==> config.mk <==
export PLATFORM = sky130hd
export DESIGN_NAME = instruction_fetch_unit
export DESIGN_NICKNAME = d
export VERILOG_FILES = /design/src/rtl/fe_pkg.sv /design/src/rtl/fetch_pc_register.sv /design/src/rtl/instruction_fetch_unit.sv
export SDC_FILE = /design/constraint.sdc
export NUM_CORES = 1
export LEC_CHECK = 0
export ABC_AREA = 1
export CAP_MARGIN = 20
export CORE_UTILIZATION = 25
export CTS_CLUSTER_SIZE = 25
export DETAILED_ROUTE_END_ITERATION = 10
export DONT_BUFFER_PORTS = 1
export PLACE_DENSITY_LB_ADDON = 0.2
export RECOVER_POWER = 50
export SYNTH_ARGS = -nofsm -noshare
export SYNTH_HDL_FRONTEND = slang
export SYNTH_HIERARCHICAL = 1
export SYNTH_SLANG_ARGS = --single-unit
==> constraint.sdc <==
create_clock -name clk -period 2.2 [get_ports clk]
set_input_delay 0.44 -clock clk [delete_from_list [all_inputs] [get_ports clk]]
set_output_delay 0.44 -clock clk [all_outputs]
set_load 0.005 [all_outputs]
==> src/rtl/fe_pkg.sv <==
// Shared types and constants for the instruction fetch unit.
package fe_pkg;

    // 32-bit RV32I operand/address type used on the next-PC path.
    typedef logic [31:0] RV32I_OPERAND_t;

    // Fetch controller states.
    typedef enum logic [1:0] {
        REQ   = 2'd0,
        WAIT  = 2'd1,
        HOLD  = 2'd2,
        FAULT = 2'd3
    } fetch_state_t;

    // Boot address used when no override is given.
    localparam RV32I_OPERAND_t DEFAULT_RESET_VECTOR = 32'h0040_0000;

    // addi x0, x0, 0 -- held in the instruction register out of reset.
    localparam logic [31:0] NOP_INSTRUCTION = 32'h0000_0013;

    // Instruction fetch targets must be word aligned.
    function automatic logic is_word_aligned(input RV32I_OPERAND_t addr);
        return (addr[1:0] == 2'b00);
    endfunction

endpackage

==> src/rtl/fetch_pc_register.sv <==
// Architectural program counter: plain 32-bit load-enable register.
module fetch_pc_register
    import fe_pkg::*;
#(
    parameter RV32I_OPERAND_t RESET_VECTOR = DEFAULT_RESET_VECTOR
) (
    input  logic           clk,
    input  logic           rst,
    input  logic           load,
    input  RV32I_OPERAND_t d,
    output RV32I_OPERAND_t q
);

    // Reset to the boot vector; otherwise load the new PC when enabled.
    always_ff @(posedge clk) begin
        if (rst) begin
            q <= RESET_VECTOR;
        end else if (load) begin
            q <= d;
        end
    end

endmodule

==> src/rtl/instruction_fetch_unit.sv <==
// Multi-cycle fetch controller: requests the instruction at the held PC,
// waits for the memory response, and presents it to execute until retired.
//
// state | meaning
// ------+-------------------------------------------------------------
// REQ   | request outstanding at program_counter, waiting for ready
// WAIT  | request accepted, waiting for the instruction word
// HOLD  | instruction valid for execute, waiting for retire
// FAULT | retired next-PC was misaligned; parked until reset
module instruction_fetch_unit
    import fe_pkg::*;
#(
    parameter RV32I_OPERAND_t RESET_VECTOR = DEFAULT_RESET_VECTOR
) (
    input  logic           clk,
    input  logic           rst,
    input  RV32I_OPERAND_t program_counter_new,
    input  logic           retire,
    output logic           imem_req_valid,
    output logic [31:0]    imem_req_addr,
    input  logic           imem_req_ready,
    input  logic           imem_rsp_valid,
    input  logic [31:0]    imem_rsp_data,
    output RV32I_OPERAND_t program_counter,
    output logic [31:0]    instruction,
    output logic           instruction_valid,
    output logic           misaligned
);

    fetch_state_t   state_q;
    fetch_state_t   state_d;
    logic           pc_load;
    logic           instr_load;
    logic [31:0]    instr_q;
    RV32I_OPERAND_t pc_q;

    fetch_pc_register #(
        .RESET_VECTOR (RESET_VECTOR)
    ) u_pc_reg (
        .clk  (clk),
        .rst  (rst),
        .load (pc_load),
        .d    (program_counter_new),
        .q    (pc_q)
    );

    // State register.
    always_ff @(posedge clk) begin
        if (rst) begin
            state_q <= REQ;
        end else begin
            state_q <= state_d;
        end
    end

    // Instruction register: captures the response only while waiting for it,
    // so early or stray responses in other states cannot corrupt it.
    always_ff @(posedge clk) begin
        if (rst) begin
            instr_q <= NOP_INSTRUCTION;
        end else if (instr_load) begin
            instr_q <= imem_rsp_data;
        end
    end

    // Next-state logic and register load enables.
    always_comb begin
        state_d    = state_q;
        pc_load    = 1'b0;
        instr_load = 1'b0;
        case (state_q)
            REQ: begin
                if (imem_req_ready) begin
                    state_d = WAIT;
                end
            end
            WAIT: begin
                if (imem_rsp_valid) begin
                    instr_load = 1'b1;
                    state_d    = HOLD;
                end
            end
            HOLD: begin
                if (retire) begin
                    // The PC is loaded even for a misaligned target so the
                    // bad address stays visible for debug.
                    pc_load = 1'b1;
                    if (is_word_aligned(program_counter_new)) begin
                        state_d = REQ;
                    end else begin
                        state_d = FAULT;
                    end
                end
            end
            FAULT: begin
                state_d = FAULT;
            end
            default: begin
                state_d = REQ;
            end
        endcase
    end

    // Outputs decode from the registered state; handshakes are held off
    // while reset is asserted.
    always_comb begin
        imem_req_valid    = 1'b0;
        instruction_valid = 1'b0;
        misaligned        = 1'b0;
        if (!rst) begin
            imem_req_valid    = (state_q == REQ);
            instruction_valid = (state_q == HOLD);
            misaligned        = (state_q == FAULT);
        end
    end

    assign imem_req_addr   = pc_q;
    assign program_counter = pc_q;
    assign instruction     = instr_q;

endmodule

Word level (Yosys, flattened, before mapping)
Index checks and enable logic that the tools add are counted.
{ "totals": {"ff_bits": 66, "latchBits": 0, "ram_bits": 0, "mem_bits_ro": 0, "inputBits": 69, "output_inout_bits": 99, "wordCells": 24, "n_memories": 0} }
{ "op_classes": {"add_sub_neg": 0, "mul": 0, "div": 0, "magnitude_cmp": 0, "eq_ne": 6, "shifts": 0, "muxes": 12, "bitwise_logic": 0, "reduce_logical": 3} }
{ "op_table": {"columns": ["cell", "n"], "rows": [
  ["two-way mux 2 bit", 4],
  ["case mux 2 bit (4 select lines)", 1],
  ["two-way mux 1 bit", 7],
  ["inequality test 2 bit, second input constant", 3],
  ["== test 2 bit, second input constant", 2],
  ["zero test 2 bit", 2],
  ["AND reduction 3 bit", 1],
  ["== test 2 x 1 -> 1 bit, second input constant", 1]
]} }

Longest topological paths before layout
Gate-level depths: netlist of the first run.
{ "logic_depth": {"ltp_word": 4, "ltp_mapped": 8} }

Cells and area by module
Netlist of the first run, hierarchy kept.
{ "modules_own_cells": {"columns": ["module", "instances", "cells_per_inst", "area_per_inst_um2", "seq_area_each_um2"], "rows": [
  ["instruction_fetch_unit", 1, 203, 1636.6, 680.7],
  ["fetch_pc_register", 1, 202, 1336.3, 640.6]
]} }

Least setup slack after synthesis of the first run
Ideal clock, no wire load.
{ "synth_timing": {"kind": "input port to output port", "startpoint": "in rst", "endpoint": "out instruction_valid", "t_arrival_ps": 896, "t_required_ps": 1760, "setup_slack_ps": 864, "cell_stages": 3, "path_buffers": 2, "cell_sequence": "buf_2 > buf_2 > nor2_1"} }
{ "synth_between": {"elab_chain_cells": 1} }
{ "synth_rtl": {"columns": ["element", "line", "rtl"], "rows": [
  ["start: declaration", "instruction_fetch_unit.sv:16", "input logic rst,"],
  ["two-way mux 1 bit", "instruction_fetch_unit.sv:110", "if (!rst) begin"],
  ["end: declaration", "instruction_fetch_unit.sv:26", "output logic instruction_valid,"]
]} }
No other way between the ends.

Final worst setup path of the first run
{ "layout_timing": {"startpoint": "reg state_q[1]", "endpoint": "out misaligned"} }
{ "layout_between": {"elab_chain_cells": 2} }
{ "layout_rtl": {"columns": ["element", "line", "rtl"], "rows": [
  ["start: declaration", "instruction_fetch_unit.sv:30", "fetch_state_t state_q;"],
  ["start signal: assignment", "instruction_fetch_unit.sv:52", "state_q <= state_d;"],
  ["== test 2 bit", "instruction_fetch_unit.sv:113", "misaligned = (state_q == FAULT);"],
  ["two-way mux 1 bit", "instruction_fetch_unit.sv:110", null],
  ["end: declaration", "instruction_fetch_unit.sv:27", "output logic misaligned"]
]} }
No other way between the ends.

==> results.md, run 1 <==
- Status: complete, but fails checks
- Failing checks: design-rule violations
- Mux contribution to synthesized area: 0%
- Later-pin clock latency in the skew report: between 300 and 400 ps
- Root buffer cell: clkbuf_16
- Power Dens Cells: 1150 nW/um^2
- First-pass GRT wire length: 10,300 um
- Max VDD drop: 385 uV
- CP delay by family, top: flip-flops
- Total core area: roughly 12,000 sq um
- Lkg Pwr: 0.00127 uW
- Synth top area share: 44.4%
- RSZ-0062 raised after global routing: false
- Mapped Nets: 474
- # Post-CTS Setup Buffers: 0
- Post-Syn Instances: between 400 and 500
- Antenna cells: 0
- Initial antenna violation count: 0
- Final Critical Period: 1640 ps
- CTS Sinks: 66
- Post-Synth XOR/XNOR Area: 0%
- Synth Register Bits: 66
- Clock skew: 3.06 ps
- Synth Area in Simple Gates: 29.4%
- Fin cells: 513
- Power Total: about 3500 uW
- Io pins: 168
- Largest net degree at the start of global routing: 65
- Area leader, netlist: dfxtp_1
- Worst-path cell chain: inv_1, nor3_1
- Hold_buf cts: 0
- Layout cells sized above 1: approximately 14%
- Placed cell area: between 2000 and 3000 sq um
- Critical path buffers and inverters: 1
- Hold Fails Final Rpt: 0
- Post-synth top cells: 116 x nand2_1, 70 x nor2_1, 66 x dfxtp_1
- Wirelength per Cell: 12.4 um
- Slew @ Worst Pin: between 500 and 600 ps
- Setup Crit Path Kind: flop to output pin
- H-tree levels: 3
- Vias: 2,157
- Port bufs: 0
- Total wire length: 6380 um
- Mapped Area: between 2000 and 3000 sq um
- Placer congestion estimate: 0.745
- Register area share after synthesis: between 40 and 50%
- Mapped Avg Cell Area: 7.34 sq um
- # nets final: 436
- Residual DRC count: 28
- Count of pins over their slew limit: 0
- Die width: 111 um
- Cts repair resizes: 0
- Slowest stage cell, crit path: dfxtp_1
- Number of flops mapped to enable cells by yosys: 0
- Worst hold path type: input pin to flop
- CP max FO: 6
- DIE AREA: approximately 12,000 sq um
- Main combinational cell family by area after synthesis: simple AND/OR/NAND/NOR gates
- Detailed Place HPWL: 4280 um
- # fillers: 1,294
- Setup TNS: 0 ps
- Vias in the first global route: 2,108
- Grt total ovfl: 0
- Drt pass-1 iters: 8
- Rel. slew slack: 62.6%
- Top achievable clock speed: 611 MHz
- Critical path capture point type: output pin
- Reg clk slew, reported paths: roughly 50 ps
- Number of library cell types mapped by synthesis: 19
- Final period util: 74.4%
- Total CTS buffers: 9
- Crit path arrival time: around 1200 ps
- Synth top area cells: dfxtp_1 44%, nand2_1 15%, nor2_1 8.8%
- DR vias/cell: 4.20
- Synth async-reset ratio: 0%
- Compound-Gate Fraction of Synth Area: 7.45%
- Setup violators final: 0
- Yosys warnings: 6
- Synth Area in Adders: 0%
- Initial detailed-routing violation count: 157
- Rows: 39
- Tot GR Track Use: a little over a tenth
- Post-synth top flop: dfxtp_1
- Max-cap viol count: 0
- Top-count cell post-synth: nand2_1
- Placed cells: 499
- Initial Utilization: 25.8%
- CTS max path bufs: 2
- CTS tree: built
- Crit-path max cell delay: 440 ps
- Die height: 111 um
- Required @ worst endpoint: 1760 ps
- CP startpoint kind: flop
- Layout area overhead: 2.53%
- ANT nets after route: 0
- Final Cell Area: 3050 sq um
==> sequential cells by signal, summed over array words and instances, names as in the netlist <==
register and flops:
u_pc_reg/q 32, state_q 2, instruction 32
==> per-stage QoR <==
stage	hold WS (ps)	util, %	setup WS, ps
global placement	469	24.3	785
floorplan	461	-	864
global route	154	26.5	469
CTS	146	26.5	539
detailed placement	472	24.3	725
finish	179	26.5	564
==> cells by family after synthesis <==
family,Yosys count
and+or+nand+nor,215
AOI/OAI and AO/OA,31
DFF,66
buffers and inverters,93
==> layout by cell type (no fill, tap or decap), drive strengths merged, types with 3 or more instances in the layout <==
master  Yosys  final
inv        40     40
nor2       71     71
clkbuf      2     14
nand3       6      6
dfxtp      66     66
buf        50      3
a21oi      29     29
nand2     134    134
nor3        3      3
==> power breakdown <==
| part | internal, uW | switching, uW |
|---|---|---|
| Clock | 781 | 468 |
| Sequential | 1400 | 202 |
| Combinational | 240 | 427 |
==> layout make-up <==
class | count | area, sq um | area share [%]
sequential | 66 | 1320 | 43.3
multi-input combinational | 246 | 1100 | 36.2
clock buffer | 14 | 254 | 8.33
tap | 143 | 179 | 5.87
inverter | 41 | 155 | 5.09
timing repair buffer | 3 | 35.0 | 1.15
==> per-layer routing <==
layer / track usage (%) / vias up / routed length [um]
met4: 7.21 / 0 / 172
met1: 11.4 / 931 / 2640
met2: 17.4 / 113 / 2810
li1: - / 1100 / -
met5: 0 / - / 0
met3: 5.63 / 13 / 745
==> worst paths after layout <==
path / start / end / slack (ps) / depth (start not counted)
min: rst / instruction[19] / 180 / 1
max: state_q[1] / misaligned / 560 / 2
min reg2reg: instruction[24] / instruction[24] / 480 / 2
max reg2reg: state_q[1] / instruction[17] / 750 / 5
No activity file was read; power rests on OpenSTA's default activity.
==> run 2: changes to the inputs <==
==> constraint.sdc (replaced) <==
create_clock -name clk -period 1.35 [get_ports clk]
set_input_delay 0.27 -clock clk [delete_from_list [all_inputs] [get_ports clk]]
set_output_delay 0.27 -clock clk [all_outputs]
set_load 0.005 [all_outputs]
==> run 2 against run 1 <==
Compared with the run above:
- the run still ends with design-rule violations left
- highest routed layer unchanged
- critical path depth grew 1
- largest power group unchanged
- register-to-register slack lost 670 ps
- hold slack lost 120 ps
- count of clock-buffer cells in the layout shrank 4
==> results.md, run 2 (synthesis gave the netlist of run 1 again) <==
- RSZ-0062 raised after global routing: true
- Die width: 111 um
- Die height: between 100 and 150 um
- Critical path capture point type: output pin
- CTS max path bufs: 2
- Total CTS buffers: 9
- Port bufs: 0
- Detailed Place HPWL: 4380 um
- Initial detailed-routing violation count: 96
- # fillers: ~1,300
- Wirelength per Cell: ~13 um
- Most frequent cells in the layout: 115 x nand2_1, 68 x nor2_1, 64 x dfxtp_1
- Placed cell area: around 2800 sq um
- Crit path arrival time: 1050 ps
- Total core area: roughly 12,000 sq um
- Hold Fails Final Rpt: 0
- Lkg Pwr: 0.00137 uW
- Setup Crit Path Kind: flop to output pin
- # nets final: roughly 450
- Power Dens Cells: roughly 1900 nW/um^2
- Layout cells sized above 1: 19.7%
- Top achievable clock speed: roughly 760 MHz
- Rows: 39
- Root buffer cell: clkbuf_16
- Largest net degree at the start of global routing: 65
- CP startpoint kind: flop
- Placer congestion estimate: 0.704
- Max-cap viol count: 0
- Commonest non-fill, non-tap cell in the layout: nand2_1
- Slew @ Worst Pin: 267 ps
- Required @ worst endpoint: 1080 ps
- Initial Utilization: 25.8%
- Total wire length: 6720 um
- Layout area overhead: 9.51%
- Setup violators final: 0
- Antenna cells: 0
- Final period util: 98.1%
- Reg clk slew, reported paths: approximately 50 ps
- First-pass GRT wire length: 10,900 um
- Final Cell Area: 3260 sq um
- Pre-CTS setup slack: ~66 ps
- Grt total ovfl: 0
- Vias: 2,207
- Clock skew: 4.76 ps
- Count of pins over their slew limit: 0
- Max VDD drop: 494 uV
- Residual DRC count: 28
- CTS Sinks: 66
- Final Critical Period: 1320 ps
- DR vias/cell: 4.21
- Later-pin clock latency in the skew report: 330 ps
- Vias in the first global route: between 2,000 and 2,500
- Rel. slew slack: 82.2%
- Initial antenna violation count: 0
- Drt pass-1 iters: 7
- Worst hold path type: input pin to flop
- PnR worst setup slack: 26.3 ps
- DIE AREA: 12,300 sq um
- CTS tree: built
- CP max FO: 4
- Failing checks: design-rule violations
- ANT nets after route: 0
- Tot GR Track Use: between 10 and 15%
- Status: complete, but fails checks
- H-tree levels: 3
- Io pins: 168
## run 2: cell types whose count changed in the layout (fill, tap and decap cells not counted), moves of 2 or more
cell / previous run / this run
buf_12: 1 / 4
nor3_1: 3 / 1
buf_6: 0 / 2
buf_4: 2 / 4
dfxtp_1: 66 / 64
clkbuf_1: 4 / 0
clkinv_2: 1 / 5
## run 2: what timing repair did
item / in CTS / in global routing
hold endpoints to repair: 30 / 0
buffers inserted: 2 / 0
gates cloned: 1 / 1
endpoints found under the setup margin: 3 / 18
hold buffers: 1 / 0
resized for setup: 11 / 5
pin swaps: 1 / 1
## run 2: power breakdown
| group | total [uW] | leakage (uW) | internal, uW | switching [uW] |
|---|---|---|---|---|
| sequential | 2610 | 0.000537 | 2290 | 324 |
| clock | 2090 | 0.000138 | 1270 | 817 |
| combinational | 1420 | 0.000693 | 602 | 815 |
| total | 6120 | 0.00137 | 4160 | 1960 |
## run 2: per-stage QoR
stage | setup TNS, ps | utilization (%) | total power (uW) | instances | hold slack [ps]
5_1_grt | -66.0 | 28.3 | 6590 | 524 | 50.4
2_1_floorplan | 0 | - | 3790 | 405 | 383
3_5_place_dp | 0 | 24.7 | 3840 | 503 | 342
6_report | 0 | 28.3 | 6120 | 524 | 59.0
4_1_cts | 0 | 27.9 | 6180 | 523 | 39.0
3_3_place_gp | 0 | 24.7 | 3800 | 503 | 340
## run 2: critical path, stage by stage, from the launching register on
cell	delay, ps
dfxtp_2	350
buf_6	110
inv_2	50
nor3_4	210
## run 2: routing by layer
metal | track usage [%] | wire [um] | vias up
met5 | 0 | 0 | -
met2 | 18.9 | 3140 | 112
met4 | 4.59 | 76 | 0
met3 | 6.45 | 824 | 9
li1 | - | - | 1117
met1 | 12.4 | 2690 | 969
## run 2: worst paths after layout
check	slack, ps	start	to	depth (start not counted)
worst max-delay path	30	state_q[1]	misaligned	3
worst min-delay path	60	imem_rsp_data[1]	instruction[1]	2
worst max register to register	80	state_q[0]	instruction[20]	8
worst min register to register	480	instruction[25]	instruction[25]	2
## run 2: area by class of cell
cell class / instances / area (sq um) / share of cell area (%)
Clock inverter: 6 / 32.5 / 0.999
Inverter: 41 / 159 / 4.88
Tap cell: 143 / 179 / 5.50
Multi-Input combinational cell: 246 / 1130 / 34.9
Timing Repair Buffer: 12 / 185 / 5.69
Sequential cell: 66 / 1330 / 40.7
Clock buffer: 10 / 239 / 7.34
==> run 3: changes to the inputs <==
--- a/config.mk
+++ b/config.mk
@@ -5,12 +5,12 @@
 export SDC_FILE = /design/constraint.sdc
 export NUM_CORES = 1
 export LEC_CHECK = 0
-export ABC_AREA = 1
 export CAP_MARGIN = 20
 export CORE_UTILIZATION = 25
 export CTS_CLUSTER_SIZE = 25
 export DETAILED_ROUTE_END_ITERATION = 10
 export DONT_BUFFER_PORTS = 1
+export GPL_ROUTABILITY_DRIVEN = 0
 export PLACE_DENSITY_LB_ADDON = 0.2
 export RECOVER_POWER = 50
 export SYNTH_ARGS = -nofsm -noshare
==> run 3 against run 2 <==
Compared with the run above:
- the run ends with negative hold slack left
- first-iteration DRC count is 36% lower
- clock skew rose by 4.3 ps
- synthesized cell count is 28% lower
- clock power down 7%
- sequential share of layout area rose by 6.8 points
- non-clock buffer count decreased by 5
- register-to-register slack better by 20 ps
- die area decreased by 10%
- worst setup slack better by 14 ps
- critical endpoint unchanged
- largest cell class unchanged
==> results.md, run 3 <==
- Status: complete, but fails checks
- Failing checks: negative hold slack
- Clock skew: 9.07 ps
- CP delay by family, top: flip-flops
- GRT busiest layer: met2
- Synth Area in Adders: 0%
- Mux contribution to synthesized area: about an eighth
- Count of pins over their slew limit: 0
- Top achievable clock speed: 763 MHz
- Rel. slew slack: 77.4%
- ANT nets after route: 0
- Worst hold slack: -5.62 ps
- Lkg Pwr: 0.000957 uW
- # nets final: approximately 330
- M3 GR Usage: 7.24%
- Final Critical Period: 1310 ps
- Commonest non-fill, non-tap cell in the layout: nand2_1
- Max-cap viol count: 0
- Die width: 105 um
- Power Total: about 4300 uW
- Mapped Area: 2670 sq um
- Residual DRC count: 0
- Critical path buffers and inverters: 2
- Final core utilization: approximately 27%
- Max VDD drop: 472 uV
- Synth top area share: approximately 50%
- Setup Crit Path Kind: flop to output pin
- CP max FO: 2
- Total CTS buffers: 9
- H-tree levels: 3
- Wirelength per Cell: 13.9 um
- DIE AREA: about 11,000 sq um
- Crit path arrival time: roughly 1000 ps
- Tot GR Track Use: about a tenth
- Required @ worst endpoint: approximately 1100 ps
- Initial antenna violation count: 0
- Synth top area cells: dfxtp_1 50%, mux2i_1 12%, buf_4 10%
- Crit-path max cell delay: 340 ps
- DR vias/cell: 4.44
- Most frequent cells in the layout: 65 x nand2_1, 64 x dfxtp_1, 31 x a21oi_1, 31 x mux2i_1, 31 x nor2_1
- Layout cells sized above 1: 11.7%
- Reg clk slew, reported paths: 70 ps
- Yosys warnings: 6
- Total core area: 10,300 sq um
- Worst hold path type: input pin to flop
- Number of flops mapped to enable cells by yosys: 0
- Setup violators final: 0
- Main combinational cell family by area after synthesis: simple AND/OR/NAND/NOR gates
- Synth Area in Simple Gates: 16.4%
- Drt pass-1 iters: 4
- Total wire length: 5540 um
- Io pins: between 150 and 200
- Power Dens Cells: 1530 nW/um^2
- Post-Syn Instances: 291
- Die height: 105 um
- Synth Register Bits: between 60 and 70
- Synth async-reset ratio: 0%
- Mapped Avg Cell Area: 9.16 sq um
- CTS tree: built
- CTS Sinks: 66
- Later-pin clock latency in the skew report: about 340 ps
- CP startpoint kind: flop
- Vias in the first global route: 1,827
- Root buffer cell: clkbuf_8
- Grt total ovfl: 0
- Top-count cell post-synth: dfxtp_1
- Compound-Gate Fraction of Synth Area: 6.99%
- Largest net degree at the start of global routing: 70
- Mapped Nets: 360
- Detailed Place HPWL: 3680 um
- Area leader, netlist: dfxtp_1
- Slowest stage cell, crit path: dfxtp_2
- Initial Utilization: 25.8%
- Layout area overhead: 4.65%
- Antenna cells: 0
- Grt met1 use: approximately a tenth
- Number of library cell types mapped by synthesis: 22
- Post-synth top flop: dfxtp_1
- Register area share after synthesis: 49.6%
- First-pass GRT wire length: 8740 um
- RSZ-0062 raised after global routing: true
- Initial detailed-routing violation count: between 60 and 70
- CTS max path bufs: 2
- Critical path capture point type: output pin
- Hold Fails Final Rpt: 6
- Worst-path cell chain: inv_2, buf_6, nor3b_4
- Final period util: 97.0%
- Vias: between 1,500 and 2,000
- Slew @ Worst Pin: 339 ps
- Rows: 37
- Port bufs: 0
- Post-Synth XOR/XNOR Area: 0%
- Post-synth top cells: 66 x dfxtp_1, 65 x nand2_1, 36 x buf_4
- Met2 Usage GRT: 16.2%
run 3: cell count changes in the layout (fill, tap and decap cells not counted), sizes merged, moves of 4 or more:
cell | before | now
buf | 11 | 7
clkinv | 5 | 1
inv | 41 | 2
mux2i | 0 | 31
nand2 | 134 | 65
nand3 | 6 | 0
nor2 | 71 | 31
run 3: logic make-up after synthesis:
family	count (synthesis)
buffers and inverters	52
AO/OA/AOI/OAI	35
flip-flops	66
multiplexers	31
AND/OR/NAND/NOR	107
run 3: final timing paths:
| path | start | endpoint | slack, ps | depth (start not counted) |
|---|---|---|---|---|
| setup reg to reg | state_q[1] | u_pc_reg/q[22] | 100 | 4 |
| setup / recovery | state_q[0] | misaligned | 40 | 3 |
| hold / removal | rst | u_pc_reg/q[28] | -6 | 1 |
| hold reg to reg | instruction[12] | instruction[12] | 470 | 2 |
run 3: stage by stage:
step | area (sq um) | hold slack, ps | setup WS (ps) | TNS (ps) | std cells
5_1_grt | 2790 | -45.1 | -45.2 | -69.7 | 400
4_1_cts | 2760 | -36.5 | -42.0 | -46.0 | 399
3_3_place_gp | 2500 | 348 | 107 | 0 | 383
3_5_place_dp | 2500 | 350 | 65.5 | 0 | 383
2_1_floorplan | 2670 | 342 | 80.5 | 0 | 291
6_report | 2790 | -5.62 | 40.1 | 0 | 400
run 3: area by class of cell:
class / instances / area, sq um
fill: 1125 / 7530
clock inverter: 4 / 72.6
tap: 136 / 170
timing repair buffer: 7 / 85.1
inverter: 2 / 7.51
clock buffer: 12 / 165
multi-input combinational: 173 / 963
sequential: 66 / 1330
run 3: layer usage:
metal	wire [um]	share of wire, %
met5	0	0
met4	140	2.5
met3	841	15
met2	2400	43
met1	2160	39
run 3: repair_timing:
action	in CTS	in global routing
pin swaps	0	2
setup buffers	0	1
hold endpoints to repair	62	61
gates cloned	0	0
resized for setup	4	7
endpoints found under the setup margin	3	3
run 3: power by group:
part	internal [uW]	switching (uW)	total (uW)	leakage, uW
clock network	1190	748	1940	0.000119
registers	2030	70.5	2100	0.000536
logic	116	128	244	0.000302
==> RTL edit 1: new RTL, config.mk and constraints of run 3 <==
Make the reset (`rst`) asynchronous in 3 clocked blocks.
--- a/src/rtl/fetch_pc_register.sv
+++ b/src/rtl/fetch_pc_register.sv
@@ -12,7 +12,7 @@
 );
 
     // Reset to the boot vector; otherwise load the new PC when enabled.
-    always_ff @(posedge clk) begin
+    always_ff @(posedge clk or posedge rst) begin
         if (rst) begin
             q <= RESET_VECTOR;
         end else if (load) begin
--- a/src/rtl/instruction_fetch_unit.sv
+++ b/src/rtl/instruction_fetch_unit.sv
@@ -45,7 +45,7 @@
     );
 
     // State register.
-    always_ff @(posedge clk) begin
+    always_ff @(posedge clk or posedge rst) begin
         if (rst) begin
             state_q <= REQ;
         end else begin
@@ -55,7 +55,7 @@
 
     // Instruction register: captures the response only while waiting for it,
     // so early or stray responses in other states cannot corrupt it.
-    always_ff @(posedge clk) begin
+    always_ff @(posedge clk or posedge rst) begin
         if (rst) begin
             instr_q <= NOP_INSTRUCTION;
         end else if (instr_load) begin
Behaviour: differs if rst is asserted again (counterexample within 4 cycles, from zero or initial values and one cycle with rst high); with rst held inactive, the same outputs for 10 cycles.
==> RTL edit 1 against run 3 <==
  * Synthesized area is 14% higher
  * Cell count fell by 20%
  * Clock skew down 0.0045 ns
  * The run ends with negative setup slack left
  * Non-clock buffer count up 10
  * Critical path depth increased by 1
  * Routed wire length up 5.1%
  * Cell area up 22%
  * Worst setup slack lost 0.080 ns
  * Sequential cell count did not move
  * Critical path type is now register to register
Power is not compared: it rests on default switching activity, and its combinational part moved more than twofold at a synthesized area within 25%.
==> RTL edit 1: results (changes against run 3) <==
critPathCapture: "u_pc_reg/q[21]$_DFFE_PP0P_"  # was misaligned
multi_input_area_sq_um: 1062  # was 963.4 sq um
dpl_cell_area_sq_um: 2978  # was 2505 sq um
critical-path-max-stage-delay_ns: 0.40  # was 0.34 ns
num_antenna_cells: 0  # unchanged
insertion_delay_ns: 0.33
critical_path.max_fanout: 8  # was 2
max-vdd-ir-drop_mv: 0.7224
ys_seq_area_frac: 0.5433  # was 0.4955
setup_viol: 16  # was 0
worstSetupStartpoint: "state_q[0]$_DFFE_PP0P_"  # was state_q[0]$_SDFFE_PP0P_
synthMuxAreaShare: 0.3090  # was 0.1164
post-place-ws_ns: -0.07035  # was 0.06546 ns
viasPerCell: 4.288  # was 4.438
yosys_warnings: 6  # unchanged
violations: "negative setup slack"  # was negative hold slack
synth_compound_gate_area_share: 0.007796  # was 0.06992
yosys.cell_types.count: 19  # was 22
first_global_vias: 1532  # was 1827
arrival_ns: 1.60  # was 1.04 ns
drive_above_1_share: 0.5795  # was 0.1174
cpLargestDelayFamily: "flip-flops"  # unchanged
synth_common_cells: "dfrtp_1, mux2_4, buf_4"  # was dfxtp_1, nand2_1, buf_4
leakage_nw: 1.615
syn_nets: 252  # was 360
r2r_cells: 4  # unchanged
cts.path.max_buffers: 2  # unchanged
cp_slowest_cell: "dfrtp_1"  # was dfxtp_2
path_clk_slew_ns: 0.05  # was 0.07 ns
dr.first_iter.drc_count: 49  # was 61
dp_hpwl_microns: 3735  # was 3683 microns
async_reset_ff_frac: 1.000  # was 0
grt_first_pass_wirelength_microns: 8493  # was 8735 microns
synth_area_leaders: "dfrtp_1, mux2_4, buf_4"  # was dfxtp_1, mux2i_1, buf_4
final.setup_skew_ns: 0.004589  # was 0.009075 ns
dp.cells: 295  # was 383
finalWorstSetupSlack_ns: -0.03975  # was 0.04009 ns
grt_usage: 0.09391  # was 0.1043
finalSetupTns_ns: -0.5136  # was 0 ns
via_count: 1368  # was 1775
ys.flop_type: "dfrtp_1"  # was dfxtp_1
outcome: "finished, violations left"  # unchanged
relSlewSlack: 0.4464  # was 0.7743
wl_per_cell_microns: 18.26  # was 13.85 microns
nFillCells: 1142  # was 1125
nets: 240  # was 328
synth_cells: 183  # was 291
cts_root_buf: "clkbuf_16"  # was clkbuf_8
grt_max_degree: 35  # was 70
cts_buffers: 9  # unchanged
-- RTL edit 1: power breakdown --
group / internal (mW) / switching (mW) / total [mW]
combinational: 1.17 / 0.284 / 1.46
clock: 1.28 / 0.779 / 2.06
sequential: 3.00 / 1.02 / 4.02
total: 5.46 / 2.08 / 7.54
-- RTL edit 1: how the worst min path moves through the flow --
| stage | to | slack (ns) | from |
|---|---|---|---|
| CTS | instruction[3]$_DFFE_PP0P_ | 0.06 | imem_rsp_data[3] |
| global route | instruction[13]$_DFFE_PP0P_ | 0.06 | imem_rsp_data[13] |
| global placement | u_pc_reg/q[1]$_DFFE_PP0P_ | 0.26 | rst |
| floorplan | instruction[10]$_DFFE_PP0P_ | 0.21 | rst |
| detailed placement | u_pc_reg/q[6]$_DFFE_PP0P_ | 0.29 | rst |
| finish | instruction[3]$_DFFE_PP0P_ | 0.08 | imem_rsp_data[3] |
-- RTL edit 1: cell type report --
type | count | area share
Sequential cell | 66 | 0.4853
Timing Repair Buffer | 17 | 0.07075
Clock buffer | 13 | 0.07331
Inverter | 2 | 0.002566
Multi-Input combinational cell | 75 | 0.3112
Clock inverter | 3 | 0.004399
Tap cell | 143 | 0.05242
-- RTL edit 1: cells by family (layout without fill, tap and decap cells) --
group | count (synthesis) | count (layout)
flops | 66 | 66
mux | 64 | 64
simple gates | 8 | 8
compound gates | 3 | 3
buf+inv | 42 | 35
-- RTL edit 1: timing repair --
| item | CTS | global route |
|---|---|---|
| pin swaps | 1 | 0 |
| hold buffers | 2 | 0 |
| setup buffers | 2 | 0 |
| gates resized for setup | 8 | 3 |
| hold endpoints to repair | 62 | 0 |
| endpoints found under the setup margin | 34 | 52 |
| gates cloned | 2 | 2 |
-- RTL edit 1: metal layers --
metal | share of wire | wire length [microns] | up-vias | GRT usage
met5 | 0 | 0 | - | 0
met4 | 0.015 | 88 | 0 | 0.04356
met3 | 0.11 | 640 | 15 | 0.06317
met2 | 0.49 | 2866 | 113 | 0.1536
met1 | 0.38 | 2230 | 668 | 0.09162
li1 | - | - | 572 | -
==> RTL edit 2: new RTL, settings of run 3 <==
Made on the original files. Re-encode `fetch_state_t` (4 states) as one-hot, 4 bits wide.
--- a/src/rtl/fe_pkg.sv
+++ b/src/rtl/fe_pkg.sv
@@ -5,11 +5,11 @@
     typedef logic [31:0] RV32I_OPERAND_t;
 
     // Fetch controller states.
-    typedef enum logic [1:0] {
-        REQ   = 2'd0,
-        WAIT  = 2'd1,
-        HOLD  = 2'd2,
-        FAULT = 2'd3
+    typedef enum logic [3:0] {
+        REQ   = 4'b0001,
+        WAIT  = 4'b0010,
+        HOLD  = 4'b0100,
+        FAULT = 4'b1000
     } fetch_state_t;
 
     // Boot address used when no override is given.
Check against the original RTL: same outputs for any inputs over 10 cycles, from zero or initial values and one cycle with rst high; not proved beyond that.
==> RTL edit 2 against run 3 <==
  * Routed wire length rose by 34%
  * Synthesized area rose by 11%
  * Total power rose by 7.8%
  * Worst setup slack got worse by 0.27 ns
  * Via count rose by 25%
  * Cell area rose by 27%
  * Sequential cell count rose by 2
  * Count of clock-buffer cells in the layout rose by 2
  * The flow finishes with violations (design-rule violations, negative setup slack)
==> RTL edit 2: results (changes against run 3) <==
outcome: "finished, violations left"  # unchanged
use_met3: 0.07381  # was 0.07236
ys_seq_area_frac: 0.4583  # was 0.4955
met1Wirelength_microns: 2978  # was 2159 microns
synth.avg_cell_area_sq_um: 9.311  # was 9.163 sq um
grt_util_met2: 0.2008  # was 0.1621
worst_slew_pin_slew_ns: 0.3655  # was 0.3386 ns
final.setup_skew_ns: 0.005813  # was 0.009075 ns
grt_usage: 0.1231  # was 0.1043
drtPass1Iterations: 7  # was 4
dpl_cell_area_sq_um: 2914  # was 2505 sq um
inverters_excl_clock: 1  # was 2
leakage_nw: 1.177  # was 0.9570 nW
yosys.cell_types.count: 36  # was 22
cts_root_buf: "clkbuf_16"  # was clkbuf_8
nets: 375  # was 328
synth_area_leaders: "dfxtp_1, mux2i_1, buf_4"  # unchanged
setup_viol: 68  # was 0
dp.cells: 422  # was 383
wl_met3_microns: 829  # was 841 microns
synth_common_cells: "dfxtp_1, nor2_1, buf_4"  # was dfxtp_1, nand2_1, buf_4
drive_above_1_share: 0.2548  # was 0.1174
clockNetworkAreaShare: 0.08128  # was 0.08520
buf_share: 0.1133  # was 0.03049
finalSetupTns_ns: -7.844  # was 0 ns
n_all_buffers: 36  # was 7
fin_worst_hold_slack_ns: 0.01152  # was -0.005615 ns
syn_nets: 388  # was 360
drt_wl_total_microns: 7433  # was 5541 microns
dr.first_iter.drc_count: 121  # was 61
grt_first_pass_wirelength_microns: 11540  # was 8735 microns
drc: 30  # was 0
max-vdd-ir-drop_mv: 0.7743  # was 0.4720 mV
use_met1: 0.1295  # was 0.1016
path_clk_slew_ns: 0.05  # was 0.07 ns
min_path_type: "input pin to register"  # unchanged
regToRegSetupSlack_ns: -0.17  # was 0.10 ns
ys_ff_latch: 68  # was 66
finalWorstSetupSlack_ns: -0.2299  # was 0.04009 ns
portBuffers: 0  # unchanged
met2WireLength_microns: 3506  # was 2399 microns
dp_hpwl_microns: 4434  # was 3683 microns
nFillCells: 1221  # was 1125
layoutNonFillerInstCount: 453  # was 400
sw_frac_of_total: 0.2126  # was 0.2213
via_count: 2213  # was 1775
multi_input_area_sq_um: 1308  # was 963.4 sq um
violations: "design-rule violations, negative setup slack"  # was negative hold slack
antenna_found_initial: 0  # unchanged
critical_path.max_fanout: 7  # was 2
seqCellArea_sq_um: 1374  # was 1326 sq um
fin_util: 0.3088  # was 0.2703
clkbuf_count: 14  # was 12
core_region_area_sq_um: 11520  # was 10320 sq um
post-place-ws_ns: -0.2369  # was 0.06546 ns
multi_input_cells: 190  # was 173
[RTL edit 2: changes by cell type after synthesis, moves of 2 or more]
cell,change
nor2_1,+4
a211o_1,+3
buf_4,-2
or3_1,+2
and3_1,+2
nand2_1,-64
nand3_1,+30
nand3b_1,-4
dfxtp_1,+2
buf_2,+3
o21ai_0,+20
clkbuf_1,+9
o21ai_1,+9
o21a_1,+2
[RTL edit 2: power by group through the flow]
stage	Sequential [mW]	Clock [mW]	Combinational [mW]
finish	2.06	2.25	0.301
global route	2.06	2.42	0.322
CTS	2.06	2.34	0.265
detailed placement	2.10	0	0.213
global placement	2.11	0	0.210
floorplan	2.10	0	0.185
[RTL edit 2: cell families after synthesis]
group,after synthesis,share of synthesized area
AO/OA/AOI/OAI,71,0.1310
XOR/XNOR,1,0.002949
buffers and inverters,61,0.1495
flip-flops,68,0.4583
multiplexers,31,0.1045
AND/OR/NAND/NOR,87,0.1537
[RTL edit 2: worst max-delay path, stage by stage, from the launching register on]
cell and delay [ns]:
dfxtp_4 0.35, buf_6 0.13, or3_4 0.37, nor2_4 0.12
[RTL edit 2: final timing paths]
path                           startpoint                           end  cells past startpoint
max               state_q[0]$_SDFFE_PP1P_                    misaligned                      3
max reg2reg       state_q[0]$_SDFFE_PP1P_  instruction[13]$_SDFFE_PP0P_                      3
min                                   rst   u_pc_reg/q[25]$_SDFFE_PP0P_                      1
min reg2reg  instruction[28]$_SDFFE_PP0P_  instruction[28]$_SDFFE_PP0P_                      2
[RTL edit 2: what timing repair did]
item,CTS,global route
resized for setup,44,22
endpoints found under the hold margin,53,31
pin swaps,7,4
cloned,4,0
setup endpoints to repair,68,68
setup buffers,10,4
